File: config.mk
export PLATFORM = sky130hd
export DESIGN_NAME = alu_decode_stage
export DESIGN_NICKNAME = d
export VERILOG_FILES = /design/src/rtl/alu_pkg.sv /design/src/rtl/alu_decoder.sv /design/src/rtl/alu_decode_stage.sv
export SDC_FILE = /design/constraint.sdc
export NUM_CORES = 1
export LEC_CHECK = 0
export ABC_AREA = 0
export BUFFER_PORTS_ARGS = -buffer_cell sky130_fd_sc_hd__buf_2
export CORE_MARGIN = 1
export CORE_UTILIZATION = 55
export CTS_BUF_LIST = sky130_fd_sc_hd__clkbuf_4
export DETAILED_ROUTE_END_ITERATION = 10
export GPL_ROUTABILITY_DRIVEN = 0
export PLACE_DENSITY = 0.87
export SLEW_MARGIN = 0
export SYNTH_ARGS = -nofsm -noshare
export SYNTH_HDL_FRONTEND = slang
export SYNTH_SLANG_ARGS = --single-unit
File: constraint.sdc
create_clock -name clk -period 3.2 [get_ports clk]
set_input_delay 0.48 -clock clk [delete_from_list [all_inputs] [get_ports clk]]
set_output_delay 0.48 -clock clk [all_outputs]
set_load 0.005 [all_outputs]
File: src/rtl/alu_pkg.sv
// Shared decode-stage definitions: ALU select codes, opcodes, decoded bundle and skid FSM states.
package alu_pkg;

  localparam int unsigned XLEN  = 32;
  localparam int unsigned SEL_W = 6;
  localparam int unsigned REG_W = 5;

  localparam logic [SEL_W-1:0] SEL_ADDI    = 6'h13;
  localparam logic [SEL_W-1:0] SEL_ANDI    = 6'h14;
  localparam logic [SEL_W-1:0] SEL_ORI     = 6'h15;
  localparam logic [SEL_W-1:0] SEL_XORI    = 6'h16;
  localparam logic [SEL_W-1:0] SEL_SLLI    = 6'h17;
  localparam logic [SEL_W-1:0] SEL_SRLI    = 6'h18;
  localparam logic [SEL_W-1:0] SEL_SRAI    = 6'h19;
  localparam logic [SEL_W-1:0] SEL_SLTI    = 6'h1A;
  localparam logic [SEL_W-1:0] SEL_SLTIU   = 6'h1B;
  localparam logic [SEL_W-1:0] SEL_ADD     = 6'h1C;
  localparam logic [SEL_W-1:0] SEL_SUB     = 6'h1D;
  localparam logic [SEL_W-1:0] SEL_AND     = 6'h1E;
  localparam logic [SEL_W-1:0] SEL_OR      = 6'h1F;
  localparam logic [SEL_W-1:0] SEL_XOR     = 6'h20;
  localparam logic [SEL_W-1:0] SEL_SLL     = 6'h21;
  localparam logic [SEL_W-1:0] SEL_SRL     = 6'h22;
  localparam logic [SEL_W-1:0] SEL_SRA     = 6'h23;
  localparam logic [SEL_W-1:0] SEL_SLT     = 6'h24;
  localparam logic [SEL_W-1:0] SEL_SLTU    = 6'h25;
  localparam logic [SEL_W-1:0] SEL_DEFAULT = 6'h3F;

  localparam logic [6:0] OP_IMM = 7'b0010011;
  localparam logic [6:0] OP_REG = 7'b0110011;

  localparam logic [6:0] F7_BASE = 7'h00;
  localparam logic [6:0] F7_ALT  = 7'h20;

  typedef struct packed {
    logic [SEL_W-1:0] alu_select;
    logic [REG_W-1:0] rs1;
    logic [REG_W-1:0] rs2;
    logic [REG_W-1:0] rd;
    logic [XLEN-1:0]  imm;
    logic             is_imm;
    logic             illegal;
  } dec_bundle_t;

  localparam dec_bundle_t BUNDLE_RST = '{
    alu_select: SEL_DEFAULT,
    rs1:        '0,
    rs2:        '0,
    rd:         '0,
    imm:        '0,
    is_imm:     1'b0,
    illegal:    1'b0
  };

  typedef enum logic [1:0] {
    ST_EMPTY = 2'd0,
    ST_FULL  = 2'd1,
    ST_SKID  = 2'd2
  } skid_state_e;

endpackage

File: src/rtl/alu_decoder.sv
// Pure combinational RV32I R/I ALU decode of one instruction word into a dec_bundle_t.
module alu_decoder
  import alu_pkg::*;
(
  input  logic [XLEN-1:0] instr,
  output dec_bundle_t     dec_c
);

  logic [6:0]       opcode;
  logic [2:0]       funct3;
  logic [6:0]       funct7;
  logic [SEL_W-1:0] sel;
  logic             is_shift;

  assign opcode   = instr[6:0];
  assign funct3   = instr[14:12];
  assign funct7   = instr[31:25];
  assign is_shift = (funct3[1:0] == 2'b01);

  // Select code lookup; anything left at SEL_DEFAULT is an illegal encoding.
  always_comb begin
    sel = SEL_DEFAULT;
    case (opcode)
      OP_IMM: begin
        case (funct3)
          3'b000: sel = SEL_ADDI;
          3'b111: sel = SEL_ANDI;
          3'b110: sel = SEL_ORI;
          3'b100: sel = SEL_XORI;
          3'b010: sel = SEL_SLTI;
          3'b011: sel = SEL_SLTIU;
          3'b001: if (funct7 == F7_BASE) sel = SEL_SLLI;
          3'b101: begin
            if (funct7 == F7_BASE)     sel = SEL_SRLI;
            else if (funct7 == F7_ALT) sel = SEL_SRAI;
          end
          default: sel = SEL_DEFAULT;
        endcase
      end
      OP_REG: begin
        if (funct7 == F7_BASE) begin
          case (funct3)
            3'b000:  sel = SEL_ADD;
            3'b111:  sel = SEL_AND;
            3'b110:  sel = SEL_OR;
            3'b100:  sel = SEL_XOR;
            3'b001:  sel = SEL_SLL;
            3'b101:  sel = SEL_SRL;
            3'b010:  sel = SEL_SLT;
            3'b011:  sel = SEL_SLTU;
            default: sel = SEL_DEFAULT;
          endcase
        end else if (funct7 == F7_ALT) begin
          if (funct3 == 3'b000)      sel = SEL_SUB;
          else if (funct3 == 3'b101) sel = SEL_SRA;
        end
      end
      default: sel = SEL_DEFAULT;
    endcase
  end

  // Illegal words keep raw register fields so the downstream trap can report them.
  always_comb begin
    dec_c            = BUNDLE_RST;
    dec_c.rs1        = instr[19:15];
    dec_c.rs2        = instr[24:20];
    dec_c.rd         = instr[11:7];
    dec_c.alu_select = sel;
    dec_c.illegal    = (sel == SEL_DEFAULT);
    if ((sel != SEL_DEFAULT) && (opcode == OP_IMM)) begin
      dec_c.rs2    = '0;
      dec_c.is_imm = 1'b1;
      if (is_shift) dec_c.imm = XLEN'(instr[24:20]);
      else          dec_c.imm = {{(XLEN-12){instr[31]}}, instr[31:20]};
    end
  end

endmodule

File: src/rtl/alu_decode_stage.sv
// Registered ALU decode stage with valid/ready handshake and a one-entry skid buffer.
module alu_decode_stage
  import alu_pkg::*;
(
  input  logic             clk,
  input  logic             reset,
  input  logic             flush,
  input  logic             in_valid,
  output logic             in_ready,
  input  logic [XLEN-1:0]  in_instr,
  output logic             out_valid,
  input  logic             out_ready,
  output logic [SEL_W-1:0] aluSelect,
  output logic [REG_W-1:0] rs1,
  output logic [REG_W-1:0] rs2,
  output logic [REG_W-1:0] rd,
  output logic [XLEN-1:0]  imm,
  output logic             is_imm,
  output logic             illegal
);

  skid_state_e state_q, state_d;
  dec_bundle_t out_q, out_d;
  dec_bundle_t skid_q, skid_d;
  logic        out_valid_q, out_valid_d;
  logic        in_ready_q, in_ready_d;
  dec_bundle_t dec_c;
  logic        accept;
  logic        consume;

  alu_decoder u_decoder (
    .instr (in_instr),
    .dec_c (dec_c)
  );

  assign accept  = in_valid & in_ready_q;
  assign consume = out_valid_q & out_ready;

  always_ff @(posedge clk or posedge reset) begin
    if (reset) begin
      state_q     <= ST_EMPTY;
      out_q       <= BUNDLE_RST;
      skid_q      <= BUNDLE_RST;
      out_valid_q <= 1'b0;
      in_ready_q  <= 1'b1;
    end else begin
      state_q     <= state_d;
      out_q       <= out_d;
      skid_q      <= skid_d;
      out_valid_q <= out_valid_d;
      in_ready_q  <= in_ready_d;
    end
  end

  // Next-state: flush wins, empty slots are parked at reset values.
  always_comb begin
    state_d = state_q;
    out_d   = out_q;
    skid_d  = skid_q;
    if (flush) begin
      state_d = ST_EMPTY;
      out_d   = BUNDLE_RST;
      skid_d  = BUNDLE_RST;
    end else begin
      case (state_q)
        ST_EMPTY: begin
          if (accept) begin
            out_d   = dec_c;
            state_d = ST_FULL;
          end
        end
        ST_FULL: begin
          if (accept && consume) begin
            out_d = dec_c;
          end else if (accept) begin
            skid_d  = dec_c;
            state_d = ST_SKID;
          end else if (consume) begin
            out_d   = BUNDLE_RST;
            state_d = ST_EMPTY;
          end
        end
        ST_SKID: begin
          if (consume) begin
            out_d   = skid_q;
            skid_d  = BUNDLE_RST;
            state_d = ST_FULL;
          end
        end
        default: begin
          state_d = ST_EMPTY;
          out_d   = BUNDLE_RST;
          skid_d  = BUNDLE_RST;
        end
      endcase
    end
    out_valid_d = (state_d != ST_EMPTY);
    in_ready_d  = (state_d != ST_SKID);
  end

  assign in_ready  = in_ready_q;
  assign out_valid = out_valid_q;
  assign aluSelect = out_q.alu_select;
  assign rs1       = out_q.rs1;
  assign rs2       = out_q.rs2;
  assign rd        = out_q.rd;
  assign imm       = out_q.imm;
  assign is_imm    = out_q.is_imm;
  assign illegal   = out_q.illegal;

endmodule

Word level (Yosys, flattened, before mapping) --
Memories as Yosys holds them, arrays and structs flattened. Cells that the tools add are included. W data, S select, Z words.
Word-level totals: memories kept 1, register bits after elaboration 114, output and inout bits 57, bits in read-only memories 48, bits of input ports 37, logic and storage cells 80
Memory list:
- (name not given) | depth 8, bits a word 6, read ports 1, clocked after Yosys merged registers in 0, wr ports 0, line alu_decoder.sv:42 | case (funct3)
Operators by class: bitwise operators 2, muxes and demuxes 29, reductions and logical operators 8, equality and inequality tests 23
Operators with widths (count):
- $mux W55 | 8
- $pmux W55 S3 | 2
- $pmux W6 S8 | 1
- $mux W6 | 6
- $mux W33 | 1
- $mux W32 | 1
- $eq A7 B6 Y1 const B | 2
- $eq A3 B3 Y1 const B | 4
- $mux W2 | 6
- $ne A3 B3 Y1 const B | 4
- $pmux W6 S2 | 1
- $mux W5 | 2
- $ne A4 B4 Y1 const B | 2
- $reduce_and A4 Y1 | 2
- $eq A7 B5 Y1 const B | 1
- $logic_not A7 Y1 | 1
- $eq A3 B2 Y1 const B | 2
- $eq A6 B6 Y1 const B | 1
- $ne A6 B6 Y1 const B | 1
- $pmux W2 S3 | 1
- $eq A2 B1 Y1 const B | 2
- $ne A2 B2 Y1 const B | 2
- $eq A3 B1 Y1 const B | 1
- $logic_not A3 Y1 | 1
- 5 further kinds | 7

Depth between registers and ports, before layout --
depth in word-level cells 13, mapped depth 7, depth with buffers taken out 4

Hierarchy --
Synthesis repeated with hierarchy kept, for this count alone.
Second synthesis, totals: cell total of the unflattened synthesis 616, area, all modules 5844.4 um^2
Modules (own cells, without submodules):
- alu_decode_stage | cells an instance 514, area an instance 5173.7 um^2, instances 1, sequential area each 2869.0 um^2
- alu_decoder | cells an instance 102, area an instance 670.6 um^2, instances 1, sequential area each 0.0 um^2

Least setup slack after synthesis --
OpenSTA, ideal clock, no wires.
path kind input port to flip-flop, start in out_ready, end reg out_q, in the netlist imm[0], required time 3.074 ns, arrival time 1.650 ns, cell stages on the path 7, buffers on the path 3, setup time 0.126 ns, setup slack 1.424 ns, cells stage by stage buf_2 > and2_1 > and3_1 > buf_2 > clkbuf_1 > and2_1 > a221o_1
Between the ends: word-level cells in the longest chain between the ends 5, elaborated cells on any way between the ends 9, those cells by class eq/ne (3); mux (3); bitwise (1); reduce/logical (2)
RTL lines:
- from (decl) | line alu_decode_stage.sv:12 | input logic out_ready,
- $and A1 B1 Y1 * | line alu_decode_stage.sv:37 | assign consume = out_valid_q & out_ready;
- $logic_and A1 B1 Y1 | line alu_decode_stage.sv:73 | if (accept && consume) begin
- $mux W55 | line alu_decode_stage.sv:73
- $pmux W55 S3 | line alu_decode_stage.sv:65 | case (state_q)
- $mux W55 | line alu_decode_stage.sv:60 | if (flush) begin
- to (signal assigned) | line alu_decode_stage.sv:48 | out_q <= out_d;
- to (decl) | line alu_decode_stage.sv:23 | dec_bundle_t out_q, out_d;
Mark *: on every way between the ends. The rest lies on a longest branch, timed or not. A chain may end at the register's enable or synchronous reset.

Final worst setup path --
start reg state_q[1], end reg out_q, in the netlist imm[6]
Between the ends: word-level cells in the longest chain between the ends 3, elaborated cells on any way between the ends 10, those cells by class eq/ne (6); mux (2); reduce/logical (2)
RTL lines:
- from (decl) | line alu_decode_stage.sv:22 | skid_state_e state_q, state_d;
- from (signal assigned) | line alu_decode_stage.sv:47 | state_q <= state_d;
- $eq A2 B1 Y1 (tied with other cells) | line alu_decode_stage.sv:65
- $ne A4 B4 Y1 (no line) (tied with other cells)
- $reduce_and A4 Y1 (no line) or $mux W55 (tied branches)
Several ways; a longest one is shown, not always the timed one.

==> impl_metrics.env <==
export IMPL_die_w_um=84.0
export IMPL_cts_tree="yes"
export IMPL_vias=3047
export IMPL_ys_ff_latch=74
export IMPL_crit_fanout=28
export IMPL_cp_start_kind="flop"
export IMPL_cts_buffers=9
export IMPL_yosys_warnings=0
export IMPL_post_dp_hpwl_um=5810
export IMPL_total_power_mw=1.83
export IMPL_rsz0062_at_grt="false"
export IMPL_cts_sinks=74
export IMPL_crit_required_ns=3.53
export IMPL_violations="design-rule violations"
export IMPL_drt_wirelength_per_cell_um=17.4
export IMPL_tns_ns=0
export IMPL_power_density_nw_per_um2=437
export IMPL_finalWirelength_um=8370
export IMPL_synth_area_per_cell_sq_um=11.3
export IMPL_fin_worst_skew_ns=0.0143
export IMPL_ctsResizeCount=0
export IMPL_maxCapViolCount=0
export IMPL_drc=20
export IMPL_synthArstFlopShare=1.00
export IMPL_yosys_area_top_type="dfrtp_1"
export IMPL_syn_num_nets=364
export IMPL_grt_pass1_wl_um=13800
export IMPL_netlist_area_sq_um=3700
export IMPL_cts_buffer_depth=2
export IMPL_grt_ovfl_total=0
export IMPL_core_area_sq_um=6420
export IMPL_synth_top_cell_area_share=0.413
export IMPL_diodes=0
export IMPL_drive_above_1_share=0.355
export IMPL_antenna_found_initial=0
export IMPL_io_pins=94
export IMPL_hold_violations=0
export IMPL_h_tree_depth=3
export IMPL_die_area_sq_um=7060
export IMPL_synth_edf_count=0
export IMPL_synth_commonest_cells="61 x dfrtp_1, 20 x buf_4, 18 x a221o_1, 18 x a22o_1, 18 x and2_1"
export IMPL_pre_cts_ws_ns=1.18
export IMPL_row_count=29
export IMPL_cts_root_buffer="clkbuf_4"
export IMPL_worstMarginPinSlew_ns=0.794
export IMPL_initial_utilization=0.576
export IMPL_final_nets=435
export IMPL_synth_most_common_cell="dfrtp_1"
export IMPL_clk_latency_ns=0.43
export IMPL_synth_cell_type_count=63
export IMPL_ys_flop_type="dfrtp_1"
export IMPL_viasPerCell=6.35
export IMPL_outcome="finished with violations"
export IMPL_p_leak_nw=1.99
export IMPL_cts_setup_buffers=0
export IMPL_vdd_drop_max_mv=0.226
export IMPL_syn_to_final_growth_pct=13.3
export IMPL_track_usage=0.246
export IMPL_min_period_over_period=0.645
export IMPL_ys_seq_area_frac=0.505
export IMPL_drt_iter0_markers=206
export IMPL_synth_area_leaders="dfrtp_1 41%, dfstp_2 9.2%, a221o_1 4.9%"
export IMPL_slew_violations=0
export IMPL_drtPass1Iterations=8
export IMPL_slew_headroom=0.470
export IMPL_hold_class="in2async"
export IMPL_critPathArrivalTime_ns=2.39
export IMPL_io_buffer_count=93
export IMPL_grt_pass1_vias=2930
export IMPL_hold_buffers=0
export IMPL_fmaxAchievable_mhz=485
export IMPL_worst_setup_path_type="reg2reg"
export IMPL_clkTransAtPathRegs_ns=0.14
export IMPL_setup_viol=0
export IMPL_utilization=0.652
export IMPL_ant_nets=0
export IMPL_end_kind="flop"
export IMPL_fin_crit_ns=2.06
export IMPL_worst_slack_ns=1.14
export IMPL_die_h_um=84.0
export IMPL_grt_max_degree=35
export IMPL_syn_inst=327
final cells by class:
class	instances	area [sq um]
multi-input combinational	203	1550
tap	77	96.3
clock buffer	9	67.6
fill	514	2230
clock inverter	7	60.1
timing repair buffer	98	503
inverter	12	45.0
sequential	74	1870
cell usage in the layout, fill, tap and decap left out, types with 6 or more instances in the layout:
cell type / count
o2bb2ai_1: 10
a21oi_1: 6
o21ai_0: 6
inv_1: 9
buf_2: 93
dfstp_2: 13
a22o_1: 18
a32o_1: 10
a31oi_1: 6
nand2_1: 9
dfrtp_1: 61
and2_1: 18
a221o_1: 18
clkbuf_4: 9
a22oi_1: 10
a2bb2oi_1: 6
nor2_1: 13
worst max-delay path, cell delays in order, from the launching register on:
cell     delay, ns
dfrtp_1       0.64
nand3_2       0.23
a32oi_4       0.45
nor2_4        0.22
a221o_1       0.39
where the power goes:
group	switching (mW)	internal [mW]
clock network	0.372	0.172
registers	0.0297	0.971
logic	0.178	0.107
total	0.579	1.25
layer usage:
metal	share of wire	vias to the layer above	global-route usage	routed length (um)
met5	0	-	0	0
met4	0.020	0	0.0956	168
met3	0.067	19	0.0524	559
met2	0.47	158	0.394	3930
met1	0.44	1468	0.330	3720
li1	-	1402	-	-
final timing paths:
kind	start	endpoint	slack, ns	cells after the start
setup / recovery	state_q[1]$_DFF_PP0_	imm[6]$_DFFE_PP0P_	1.14	4
hold / removal	reset	skid_q[41]$_DFFE_PP0P_	0.11	2
setup reg to reg	state_q[1]$_DFF_PP0_	imm[6]$_DFFE_PP0P_	1.14	4
hold reg to reg	skid_q[52]$_DFFE_PP1P_	skid_q[52]$_DFFE_PP1P_	0.47	2
max in group asynchronous	reset	skid_q[51]$_DFFE_PP1P_	2.28	3
min in group clk	in_instr[15]	skid_q[44]$_DFFE_PP0P_	0.27	2
metrics by stage:
step	std cells	area, sq um	hold slack, ns
global placement	464	4060	0.450
global route	480	4190	0.144
floorplan	327	3700	0.439
detailed placement	464	4060	0.449
CTS	480	4190	0.132
finish	480	4190	0.113
cell families after synthesis:
logic type	count (synthesis)	share of synthesized area
flip-flops	74	0.505
buffers and inverters	50	0.0761
adder cells (fa/ha/maj)	1	0.00271
AND/OR/NAND/NOR	75	0.127
AO/OA/AOI/OAI	127	0.290
sequential cells by signal, indices dropped and copies added, names as in the netlist:
register   cells
skid_q        35
imm           12
aluSelect      6
rd             5
rs1            5
rs2            5
state_q        2
illegal        1
in_ready       1
is_imm         1
out_valid      1
Note: power is estimated with default switching activity, not from simulation.
